--- config.mk ---
export PLATFORM = sky130hd
export DESIGN_NAME = alba_ctrl_flat
export DESIGN_NICKNAME = d
export VERILOG_FILES = /design/src/rtl/alba_pkg.sv /design/src/rtl/alba_ctrl_if.sv /design/src/rtl/alba_decode.sv /design/src/rtl/alba_ctrl.sv /design/src/flat_wrapper.sv
export SDC_FILE = /design/constraint.sdc
export NUM_CORES = 1
export LEC_CHECK = 0
export CORE_MARGIN = 4
export CORE_UTILIZATION = 23
export CTS_CLUSTER_SIZE = 8
export DETAILED_ROUTE_END_ITERATION = 10
export GPL_TIMING_DRIVEN = 0
export PLACE_DENSITY = 0.56
export RECOVER_POWER = 100
export SYNTH_ARGS = -nofsm -noshare
export SYNTH_HDL_FRONTEND = slang
export SYNTH_SLANG_ARGS = --single-unit
export TNS_END_PERCENT = 10
--- constraint.sdc ---
create_clock -name clk -period 2.1 [get_ports clk]
set_clock_uncertainty 0.05 [all_clocks]
set_input_delay 0.63 -clock clk [delete_from_list [all_inputs] [get_ports clk]]
set_output_delay 0.63 -clock clk [all_outputs]
set_load 0.01 [all_outputs]
--- src/rtl/alba_pkg.sv ---
// Shared definitions for the albaCore sequencer: opcodes, FSM states,
// instruction classes and write-source selects.
package alba_pkg;

    localparam logic [3:0] OP_LD   = 4'h8;
    localparam logic [3:0] OP_ST   = 4'h9;
    localparam logic [3:0] OP_BZ   = 4'hA;
    localparam logic [3:0] OP_JMP  = 4'hB;
    localparam logic [3:0] OP_HALT = 4'hF;

    localparam logic RF_WSEL_ALU = 1'b0;
    localparam logic RF_WSEL_MEM = 1'b1;

    typedef enum logic [2:0] {
        ST_BOOT,
        ST_FETCH,
        ST_DECODE,
        ST_EXEC,
        ST_MEM,
        ST_HALT
    } state_e;

    typedef enum logic [2:0] {
        CL_ALU,
        CL_LD,
        CL_ST,
        CL_BZ,
        CL_JMP,
        CL_NOP,
        CL_HALT
    } iclass_e;

    function automatic logic [15:0] sext8(input logic [7:0] v);
        return {{8{v[7]}}, v};
    endfunction

endpackage

--- src/rtl/alba_ctrl_if.sv ---
// Single-port memory bus between the sequencer (master) and memory (slave).
interface alba_ctrl_if;
    logic        mem_req;
    logic        mem_we;
    logic [15:0] mem_addr;
    logic [15:0] mem_wdata;
    logic [15:0] mem_rdata;
    logic        mem_ack;

    modport master (
        output mem_req, mem_we, mem_addr, mem_wdata,
        input  mem_rdata, mem_ack
    );

    modport slave (
        input  mem_req, mem_we, mem_addr, mem_wdata,
        output mem_rdata, mem_ack
    );
endinterface

--- src/rtl/alba_decode.sv ---
// Combinational instruction decoder: splits the IR into register/ALU fields
// and classifies the opcode.
module alba_decode
    import alba_pkg::*;
(
    input  logic [15:0] ir_i,
    output logic [3:0]  rd_o,
    output logic [3:0]  ra_o,
    output logic [3:0]  rb_o,
    output logic [2:0]  alu_op_o,
    output logic [7:0]  imm_o,
    output logic [3:0]  shamt_o,
    output iclass_e     iclass_o
);

    assign rd_o     = ir_i[11:8];
    assign ra_o     = ir_i[7:4];
    assign rb_o     = ir_i[3:0];
    assign alu_op_o = ir_i[14:12];
    assign imm_o    = ir_i[7:0];
    assign shamt_o  = ir_i[3:0];

    always_comb begin
        iclass_o = CL_NOP;
        if (!ir_i[15]) begin
            iclass_o = CL_ALU;
        end else begin
            case (ir_i[15:12])
                OP_LD:   iclass_o = CL_LD;
                OP_ST:   iclass_o = CL_ST;
                OP_BZ:   iclass_o = CL_BZ;
                OP_JMP:  iclass_o = CL_JMP;
                OP_HALT: iclass_o = CL_HALT;
                default: iclass_o = CL_NOP;
            endcase
        end
    end

endmodule

--- src/rtl/alba_ctrl.sv ---
// albaCore fetch/decode/execute sequencer: owns PC, IR and the FSM that
// drives the memory bus, register-file strobes and ALU controls.
module alba_ctrl
    import alba_pkg::*;
#(
    parameter logic [15:0] RESET_PC = 16'h0000
) (
    input  logic        clk,
    input  logic        reset,
    alba_ctrl_if.master mem_bus,
    output logic [3:0]  rf_ra,
    output logic [3:0]  rf_rb,
    output logic [3:0]  rf_rd,
    input  logic [15:0] rf_a,
    input  logic [15:0] rf_b,
    output logic        rf_we,
    output logic        rf_wsel,
    output logic [2:0]  alu_op,
    output logic [7:0]  alu_imm,
    output logic [3:0]  alu_shamt,
    output logic        halted
);

    state_e      state_q, state_d;
    logic [15:0] pc_q, pc_d;
    logic [15:0] ir_q, ir_d;

    logic [3:0]  dec_rd, dec_ra, dec_rb;
    logic [7:0]  dec_imm;
    iclass_e     dec_class;

    alba_decode u_decode (
        .ir_i     (ir_q),
        .rd_o     (dec_rd),
        .ra_o     (dec_ra),
        .rb_o     (dec_rb),
        .alu_op_o (alu_op),
        .imm_o    (dec_imm),
        .shamt_o  (alu_shamt),
        .iclass_o (dec_class)
    );

    // BZ tests rd, so it is routed onto read port A.
    assign rf_ra   = (dec_class == CL_BZ) ? dec_rd : dec_ra;
    assign rf_rb   = dec_rb;
    assign rf_rd   = dec_rd;
    assign alu_imm = dec_imm;

    always_ff @(posedge clk or posedge reset) begin
        if (reset) begin
            state_q <= ST_BOOT;
            pc_q    <= RESET_PC;
            ir_q    <= 16'h0000;
        end else begin
            state_q <= state_d;
            pc_q    <= pc_d;
            ir_q    <= ir_d;
        end
    end

    always_comb begin
        state_d = state_q;
        pc_d    = pc_q;
        ir_d    = ir_q;
        case (state_q)
            ST_BOOT:   state_d = ST_FETCH;
            ST_FETCH: begin
                if (mem_bus.mem_ack) begin
                    ir_d    = mem_bus.mem_rdata;
                    pc_d    = pc_q + 16'd1;
                    state_d = ST_DECODE;
                end
            end
            ST_DECODE: state_d = ST_EXEC;
            ST_EXEC: begin
                state_d = ST_FETCH;
                case (dec_class)
                    CL_LD, CL_ST: state_d = ST_MEM;
                    CL_BZ: begin
                        // pc_q already points past the branch here.
                        if (rf_a == 16'h0000) pc_d = pc_q + sext8(dec_imm);
                    end
                    CL_JMP:  pc_d    = rf_a;
                    CL_HALT: state_d = ST_HALT;
                    default: state_d = ST_FETCH;
                endcase
            end
            ST_MEM: begin
                if (mem_bus.mem_ack) state_d = ST_FETCH;
            end
            ST_HALT:   state_d = ST_HALT;
            default:   state_d = ST_BOOT;
        endcase
    end

    always_comb begin
        mem_bus.mem_req   = 1'b0;
        mem_bus.mem_we    = 1'b0;
        mem_bus.mem_addr  = 16'h0000;
        mem_bus.mem_wdata = 16'h0000;
        rf_we             = 1'b0;
        rf_wsel           = RF_WSEL_ALU;
        halted            = 1'b0;
        case (state_q)
            ST_FETCH: begin
                mem_bus.mem_req  = 1'b1;
                mem_bus.mem_addr = pc_q;
            end
            ST_EXEC: begin
                if (dec_class == CL_ALU) rf_we = 1'b1;
            end
            ST_MEM: begin
                mem_bus.mem_req  = 1'b1;
                mem_bus.mem_addr = rf_a;
                if (dec_class == CL_ST) begin
                    mem_bus.mem_we    = 1'b1;
                    mem_bus.mem_wdata = rf_b;
                end
                if (dec_class == CL_LD && mem_bus.mem_ack) begin
                    rf_we   = 1'b1;
                    rf_wsel = RF_WSEL_MEM;
                end
            end
            ST_HALT:  halted = 1'b1;
            default:  ;
        endcase
    end

endmodule

--- src/flat_wrapper.sv ---
// flat-port wrapper written by rule: the top's interface ports become plain ports
module alba_ctrl_flat import alba_pkg::*;
#(
    parameter logic [15:0] RESET_PC = 16'h0000
)
  (clk, reset, rf_ra, rf_rb, rf_rd, rf_a, rf_b, rf_we, rf_wsel, alu_op, alu_imm, alu_shamt, halted, mem_bus_mem_req, mem_bus_mem_we, mem_bus_mem_addr, mem_bus_mem_wdata, mem_bus_mem_rdata, mem_bus_mem_ack);
  alba_ctrl_if mem_bus_i ();
  input  logic clk;
  input  logic reset;
  output logic [3:0] rf_ra;
  output logic [3:0] rf_rb;
  output logic [3:0] rf_rd;
  input  logic [15:0] rf_a;
  input  logic [15:0] rf_b;
  output logic rf_we;
  output logic rf_wsel;
  output logic [2:0] alu_op;
  output logic [7:0] alu_imm;
  output logic [3:0] alu_shamt;
  output logic halted;
  output wire logic [$bits(mem_bus_i.mem_req)-1:0] mem_bus_mem_req;
  output wire logic [$bits(mem_bus_i.mem_we)-1:0] mem_bus_mem_we;
  output wire logic [$bits(mem_bus_i.mem_addr)-1:0] mem_bus_mem_addr;
  output wire logic [$bits(mem_bus_i.mem_wdata)-1:0] mem_bus_mem_wdata;
  input wire logic [$bits(mem_bus_i.mem_rdata)-1:0] mem_bus_mem_rdata;
  input wire logic [$bits(mem_bus_i.mem_ack)-1:0] mem_bus_mem_ack;
  assign mem_bus_mem_req = mem_bus_i.mem_req;
  assign mem_bus_mem_we = mem_bus_i.mem_we;
  assign mem_bus_mem_addr = mem_bus_i.mem_addr;
  assign mem_bus_mem_wdata = mem_bus_i.mem_wdata;
  assign mem_bus_i.mem_rdata = mem_bus_mem_rdata;
  assign mem_bus_i.mem_ack = mem_bus_mem_ack;
  alba_ctrl #(.RESET_PC(RESET_PC)) u_core (.clk(clk), .reset(reset), .mem_bus(mem_bus_i), .rf_ra(rf_ra), .rf_rb(rf_rb), .rf_rd(rf_rd), .rf_a(rf_a), .rf_b(rf_b), .rf_we(rf_we), .rf_wsel(rf_wsel), .alu_op(alu_op), .alu_imm(alu_imm), .alu_shamt(alu_shamt), .halted(halted));
endmodule
==> flow_summary.yaml <==
pwr:
  intPower_w: 0.005072
  p_leak_nw: 2.266
  switching_share_pct: 46.16
  power_frac_seq_pct: 16.2
  ir_drop_mv: 0.6885
  switchingPower_w: 0.004349
  pwr-share-clk_pct: 7.9
  pwr_density_cell_nw_per_um2: 1755
  p_comb_share_pct: 75.9
drt:
  wl_mm: 12.93
  drcViolationCount: 0
  initialDrtViolationCount: 332
  viasPerCell: 5.140
  firstDrtPassIters: 5
  vias: 3737
  post_drt_wl_per_cell_um: 17.78
  ant_nets: 0
layout:
  num_antenna_cells: 0
  layout.nets: 610
  final_cell_mix: "buf_4, clkdlybuf4s50_1, nor2_1, dfrtp_1, buf_2"
  mostFrequentLayoutCell: "buf_4"
  drive_gt1_share_pct: 37.57
  area_growth_pct: 56.80
  fin_area_um2: 5368
  stdcell_count: 727
clocking:
  cts_root_buffer: "clkbuf_16"
  clock-sinks: 35
  clock_latency_ps: 280
  clockBufferDepth: 2
  h-tree-depth: 2
  cts_tree: "built"
  cts_buffers: 5
  clk_pin_slew_ps: 60
  postCtsHoldBufs: 0
setup_path:
  path_max_fanout: 5
  worst_setup_path_start_kind: "flop"
  critPathRequiredTime_ps: 1420
  endpoint_kind: "output port"
  cp.arrival_ps: 1810
  crit_type: "flop to output port"
global_route:
  grt_start_max_net_pins: 36
  grt_first_pass_wirelength_mm: 20.63
  track_usage_pct: 15.24
  antenna_found_initial: 0
  grt_pass1_vias: 3871
  grt_overflow_total: 0
logic_synthesis:
  synth-edff-count: 0
  synthCells: 390
  synth_warnings: 0
  synth-main-ff-cell: "dfrtp_1"
  synth-seq-cells: 35
  ys_async_sr_fraction_pct: 100.0
  synth_area_per_cell_um2: 8.778
  netlist_area_um2: 3423
  syn-num-nets: 458
  ys_seq_area_share_pct: 25.58
  synth_cell_types: 79
floorplanning:
  start_util_pct: 23.55
  dieArea_um2: 16900
  die_w_um: 130
  die_y_um: 130
  core_area_um2: 14530
  io_pins: 115
  rows: 44
sta:
  period_needed_ps: 2490
  tightest_slew_ps: 788.4
  fin_crit_sh_pct: 118.6
  rsz0062_at_grt: "true"
  hold_viol_final: 0
  fmax_mhz: 401.6
  relSlewSlack_pct: 47.36
  setup_viol: 70
  slew_violations: 0
  setup_slack_ps: -390.0
  whs_ps: 491.9
place:
  dpl_cell_area_um2: 4815
  portBuffers: 114
  preCtsSetupSlack_ps: -1068
  detailed_place_hpwl_mm: 9.805
  dp_cells: 688
  place_congestion: 0.8983
run:
  maxCapViolations: 0
run_status:
  outcome: "finished with violations"
  violations: "negative setup slack"
worst_hold_path:
  hold_path_class: "flop to flop"
-- per-layer routing --
layer | part of all wire, % | wire (um) | track usage [%]
met5 | 0 | 0 | 0
met2 | 49 | 6391 | 26.54
met1 | 43 | 5524 | 19.63
met3 | 6.2 | 795 | 2.743
met4 | 1.7 | 214 | 3.545
-- flip-flops by register name, indices dropped and copies added (netlist names) --
register and flops:
u_core.ir_q 16, u_core.state_q 3, u_core.pc_q 16
-- cells by family (layout without fill, tap and decap cells) --
| group | count (synthesis) | in the layout | synth area share [%] |
|---|---|---|---|
| flops | 35 | 35 | 25.58 |
| mux | 21 | 21 | 6.835 |
| fa+ha+maj | 17 | 17 | 6.433 |
| simple gates | 133 | 133 | 22.51 |
| xor+xnor | 7 | 7 | 1.791 |
| buf+inv | 54 | 207 | 9.795 |
| compound gates | 123 | 123 | 27.05 |
-- power by group through the flow --
stage / Combinational [W] / Sequential (W) / Clock, W
after global routing: 0.00777 / 0.00158 / 0.000785
final: 0.00715 / 0.00152 / 0.000748
after CTS: 0.00687 / 0.00152 / 0.000756
after global placement: 0.00619 / 0.00153 / 0
after floorplan: 0.00423 / 0.00136 / 0
after detailed placement: 0.00629 / 0.00155 / 0
-- cells in the mapped netlist, types with 2 or more instances --
library cell,count,area (um^2)
o211ai_1,7,52.55
o21a_1,2,15.01
nor2_2,4,25.02
nand4_1,9,56.30
xor2_1,2,17.52
buf_2,9,45.04
a21oi_1,20,100.1
xnor2_1,5,43.79
mux2_2,18,202.7
o21ai_0,17,85.08
nand4b_1,3,26.28
and4_1,2,17.52
or2_2,2,12.51
nor2b_1,4,25.02
a21o_1,6,45.04
nand3_1,8,40.04
clkbuf_1,7,26.28
buf_4,26,195.2
o311ai_1,2,17.52
nor3_1,10,50.05
nand2_1,18,67.56
o2111ai_1,2,17.52
dfrtp_1,35,875.8
inv_1,8,30.03
a22o_1,17,148.9
ha_1,16,200.2
o21ai_1,3,15.01
nand2b_1,5,31.28
o22ai_1,2,12.51
mux2i_1,2,20.02
and2_1,21,131.4
nor4_1,8,50.05
o31ai_1,3,22.52
a31oi_1,9,56.30
o21bai_1,3,22.52
a221oi_1,3,26.28
a32o_1,2,20.02
buf_6,3,33.78
nand3b_1,3,22.52
nor2_1,25,93.84
-- timing repair --
| item | 4_1_cts | 5_1_grt |
|---|---|---|
| cloned | 2 | 0 |
| setup endpoints to repair | 73 | 60 |
| pin swaps | 19 | 9 |
| gates resized for setup | 209 | 36 |
| buffers inserted | 22 | 7 |
-- worst max-delay path: stages, from the launching register on --
cell and delay (ps):
dfrtp_1 370, buf_6 130, nor2b_4 100, nor2b_1 130
buf_4 140, buf_4 150, and4_1 210, o21bai_1 130
buf_2 160
-- layout make-up --
class	instances	area, um^2
buffer	46	336.6
clock buffer	5	125.1
clock inverter	3	20.02
fill	1507	9166
inverter	8	30.03
multi-input combinational	301	2431
sequential	35	889.6
tap	184	230.2
timing repair buffer	145	1305
-- path summary, 6_finish.rpt --
check	endpoint	cells after the start	startpoint	slack, ps
max in group asynchronous	u_core.pc_q[4]	2	reset	550
hold reg to reg	u_core.ir_q[8]	1	u_core.ir_q[8]	490
setup reg to reg	u_core.pc_q[10]	11	u_core.pc_q[0]	-380
setup / recovery	rf_we	8	u_core.state_q[1]	-390
hold / removal	u_core.ir_q[8]	1	u_core.ir_q[8]	490
min in group asynchronous	u_core.state_q[1]	2	reset	900
-- metrics by stage --
step                      TNS (ps)  utilization (%)  total power (W)
final                       -15520            36.93         0.009421
after floorplan              -1517                -         0.005585
after CTS                   -14290            35.82         0.009147
after detailed placement    -44980            33.13         0.007847
after global routing        -21530            36.93          0.01013
after global placement      -54820            33.13         0.007724
No activity file was read; power rests on OpenSTA's default activity.
